<file path="src/rtl/encoder4x2_queue.sv">
// Registered 4-to-2 encoder with sticky pending bits and valid/ready output.
// Fixed (lowest index) or round-robin priority picks the next index to emit.
module encoder4x2_queue #(
   parameter bit RR_MODE = 1'b0
) (
   input  logic       clk,
   input  logic       rst,
   input  logic [3:0] req,
   input  logic       out_ready,
   output logic       out_valid,
   output logic       A,
   output logic       B,
   output logic [3:0] pending,
   output logic       overflow,
   output logic       idle
);

   typedef enum logic {EMPTY, FULL} state_t;

   state_t     state_q, state_d;
   logic [3:0] p_q, p_d;
   logic [1:0] code_q, code_d;
   logic [1:0] last_q, last_d;
   logic       ovf_q, ovf_d;

   logic       load;
   logic [3:0] load_mask;
   logic [1:0] start;
   logic [1:0] idx;
   logic [1:0] k;
   logic       found;

   // Fixed priority is a scan that always starts after index 3.
   always_comb begin
      start = RR_MODE ? last_q : 2'b11;
      k     = 2'b00;
      idx   = 2'b00;
      found = 1'b0;
      for (int i = 1; i <= 4; i++) begin
         idx = start + 2'(i);
         if (!found && p_q[idx]) begin
            k     = idx;
            found = 1'b1;
         end
      end
   end

   always_comb begin
      state_d   = state_q;
      code_d    = code_q;
      last_d    = last_q;
      load      = 1'b0;
      load_mask = 4'b0000;
      unique case (state_q)
         EMPTY: begin
            if (p_q != 4'b0000) load = 1'b1;
         end
         FULL: begin
            if (out_ready) begin
               if (p_q != 4'b0000) load = 1'b1;
               else state_d = EMPTY;
            end
         end
      endcase
      if (load) begin
         state_d   = FULL;
         code_d    = k;
         last_d    = k;
         load_mask = 4'b0001 << k;
      end
      p_d   = (p_q & ~load_mask) | req;
      ovf_d = |(req & p_q & ~load_mask);
   end

   always_ff @(posedge clk) begin
      if (rst) begin
         state_q <= EMPTY;
         p_q     <= 4'b0000;
         code_q  <= 2'b00;
         last_q  <= 2'b11;
         ovf_q   <= 1'b0;
      end else begin
         state_q <= state_d;
         p_q     <= p_d;
         code_q  <= code_d;
         last_q  <= last_d;
         ovf_q   <= ovf_d;
      end
   end

   assign out_valid = (state_q == FULL);
   assign A         = code_q[1];
   assign B         = code_q[0];
   assign pending   = p_q;
   assign overflow  = ovf_q;
   assign idle      = (p_q == 4'b0000) && (state_q == EMPTY);

endmodule

</file>
<file path="config.mk">
export PLATFORM = sky130hd
export DESIGN_NAME = encoder4x2_queue
export DESIGN_NICKNAME = d
export VERILOG_FILES = /design/src/rtl/encoder4x2_queue.sv
export SDC_FILE = /design/constraint.sdc
export NUM_CORES = 1
export LEC_CHECK = 0
export ABC_CLOCK_PERIOD_IN_PS = 2980
export BUFFER_PORTS_ARGS = -buffer_cell sky130_fd_sc_hd__buf_2
export CORE_AREA = 2 2 39 41
export CTS_BUF_LIST = sky130_fd_sc_hd__clkbuf_8
export DETAILED_ROUTE_END_ITERATION = 8
export DIE_AREA = 0 0 41 43
export PLACE_DENSITY = 0.45
export SETUP_SLACK_MARGIN = 0.05
export SKIP_LAST_GASP = 1
export SLEW_MARGIN = 40
export SYNTH_ARGS = -nofsm -noshare
export SYNTH_HDL_FRONTEND = slang
export SYNTH_SLANG_ARGS = --single-unit
export TNS_END_PERCENT = 30
</file>
<file path="constraint.sdc">
create_clock -name clk -period 2.98 [get_ports clk]
set_clock_uncertainty 0.2 [all_clocks]
set_input_delay 0 -clock clk [delete_from_list [all_inputs] [get_ports clk]]
set_output_delay 0 -clock clk [all_outputs]
set_load 0.005 [all_outputs]
</file>
==> flow_summary.yaml <==
setup_path:
  critPathRequiredTime_ps: 2950
  cp-startpoint: "out_valid"
  cpMaxStageDelayCell: "nor2b_1"
  critPathMaxFanout: 13
  r2r_slack_ps: 900
  slowest_delay_ps: 600
  end_kind: "flip-flop"
  worst_setup_path_start_kind: "flip-flop"
  crit_chain: "nor2b_1 -> o21ai_0 -> a21oi_1 -> dlygate4sd3_1"
  cp.arrival_ps: 2040
  reg2reg_from: "out_valid"
  critPathKind: "flip-flop to flip-flop"
yosys:
  ys_ff_latch: 8
  synth_fp_nets: 48
  yosysTopAreaCellShare: 0.469
  synthTopCellsByArea: "dfxtp_1 (47%), a21oi_1 (10%), o21ai_0 (5.9%)"
  yosysSeqAreaShare: 0.469
  synth_area_um2: 342
  yosysTopAreaCell: "dfxtp_1"
  synth.avg_cell_area_um2: 8.33
  yosys_warnings: 0
  synthCells: 41
  synthDistinctLibCells: 17
grt:
  grt_pass1_vias: 332
  grt_pass1_wl_um: 1390
  antenna_found_initial: 0
  track_usage: 0.116
  grt_max_degree: 14
  grt_overflow: 0
drt:
  via_count: 372
  ant_nets: 0
  wl_per_cell_um: 10.5
  drc: 0
  routed_wl_um: 849
  first_iter_violations: 5
  first_pass_iters: 4
  via_per_inst: 4.59
min_path:
  holdCritStartpoint: "out_ready"
  hp-class: "input pin to flip-flop"
final_layout:
  area_growth_pct: 62.3
  final_cell_area_um2: 554
  num-nets-final: 74
  diodes: 0
  drive_above_1_share: 0.277
  finalNonFillerCells: 81
power:
  p_per_area_nw_per_um2: 541
  pwr-share-clk: 0.432
  pwr-share-seq: 0.412
  peakVddDrop_v: 0.000225
  p_leak_uw: 0.000252
  p_comb_frac: 0.156
  power_uw: 300
  switching_share: 0.232
  internal-power_uw: 230
  switchingPower_uw: 69.5
clock_network:
  cts_root_buf: "clkbuf_8"
  cts_resized: 0
  ctsHoldBuffers: 9
  post-cts-setup-buffer-count: 0
  cts_tree: "yes"
  clk_latency_ps: 220
  cts_buffer_depth: 2
  htreeDepth: 1
  clk_pin_slew_ps: 40
  cts_made_buffers: 3
  cts_sinks: 8
run:
  drv_cap: 0
sta:
  fin_crit_sh: 0.697
  fmax_ghz: 0.481
  fin_tns_setup_ps: 0
  hold_ws_ps: 33.7
  post-route-min-period_ps: 2080
  final-setup-viol-count: 0
  worstMarginPinSlew_ps: 721
  finalMaxSlewViolations: 0
  hold_viol: 0
  slew_headroom: 0.518
  rsz0062_at_grt: "false"
floorplan:
  start_util: 0.247
  die_w_um: 41
  dieArea_um2: 1760
  core_um2: 1380
  io_pins: 16
  rows: 14
  die_y_um: 43
placement:
  dp.cells: 69
  place_congestion: 0.741
  post_dp_cell_area_um2: 423
  hpwl_um: 557
  io_buffers: 15
run_status:
  status: "completed"
## Yosys cell counts
| cell type | n |
|---|---|
| a21oi_1 | 7 |
| inv_1 | 3 |
| nor2_1 | 3 |
| nand3_1 | 1 |
| nor2b_1 | 3 |
| a41oi_1 | 1 |
| buf_1 | 1 |
| nor4_1 | 1 |
| dfxtp_1 | 8 |
| or4_1 | 1 |
| o21ai_0 | 4 |
| or2_0 | 1 |
| buf_2 | 2 |
| o311ai_0 | 1 |
| o31ai_1 | 1 |
| or3_1 | 1 |
| o211ai_1 | 2 |
## power groups by stage
stage                     Sequential, µW  Clock [µW]  Combinational (µW)
final                                123         130                46.8
after global routing                 125         140                52.9
after CTS                            123         133                47.1
after detailed placement             125           0                37.0
after global placement               125           0                37.2
after floorplan                      125           0                21.0
## metal layers
metal,up-vias,part of all wire,global-route usage
li1,195,-,-
met1,164,0.51,0.158
met2,11,0.43,0.153
met3,2,0.047,0.0314
met4,0,0.012,0.0800
met5,-,0,0
## layout by cell type (no fill, tap or decap)
cell type,count
a21oi_1,7
a41oi_1,1
buf_2,15
clkbuf_8,3
dfxtp_1,8
dlygate4sd3_1,9
inv_1,3
nand3_1,1
nor2_1,3
nor2b_1,3
nor4_1,1
o211ai_1,2
o21ai_0,4
o311ai_0,1
o31ai_1,1
or2_0,1
or3_1,1
or4_1,1
## critical path: cells and delay by family (launching register included)
kind / cells / cell delay (ps)
and+or+nand+nor: 1 / 600
buffers and inverters: 1 / 560
AOI/OAI and AO/OA: 2 / 340
DFF: 1 / 330
## per-stage QoR
step,setup slack (ps),util
CTS,945,0.401
detailed placement,1310,0.306
floorplan,1530,-
global route,727,0.401
finish,903,0.401
global placement,1390,0.306
## cells by family (layout without fill, tap and decap cells)
kind of cell,Yosys count,in the layout,share of synthesized area
simple gates,11,11,0.180
flops,8,8,0.469
buf+inv,6,30,0.0732
compound gates,16,16,0.278
## sequential cells by signal, summed over array words and instances, names as in the netlist
name,flops
code_q,2
out_valid,1
pending,4
overflow,1
## worst paths after layout
| path | depth (start not counted) | endpoint |
|---|---|---|
| min | 4 | out_valid |
| max | 4 | pending[1] |
| min reg2reg | 2 | code_q[0] |
| max reg2reg | 4 | pending[1] |
## final cells by class
| class | count | area (µm²) |
|---|---|---|
| Fill cell | 158 | 830 |
| Timing Repair Buffer | 24 | 165 |
| Sequential cell | 8 | 160 |
| Multi-Input combinational cell | 27 | 156 |
| Clock buffer | 3 | 41.3 |
| Tap cell | 16 | 20.0 |
| Inverter | 3 | 11.3 |
(Power assumes the default switching activity.)
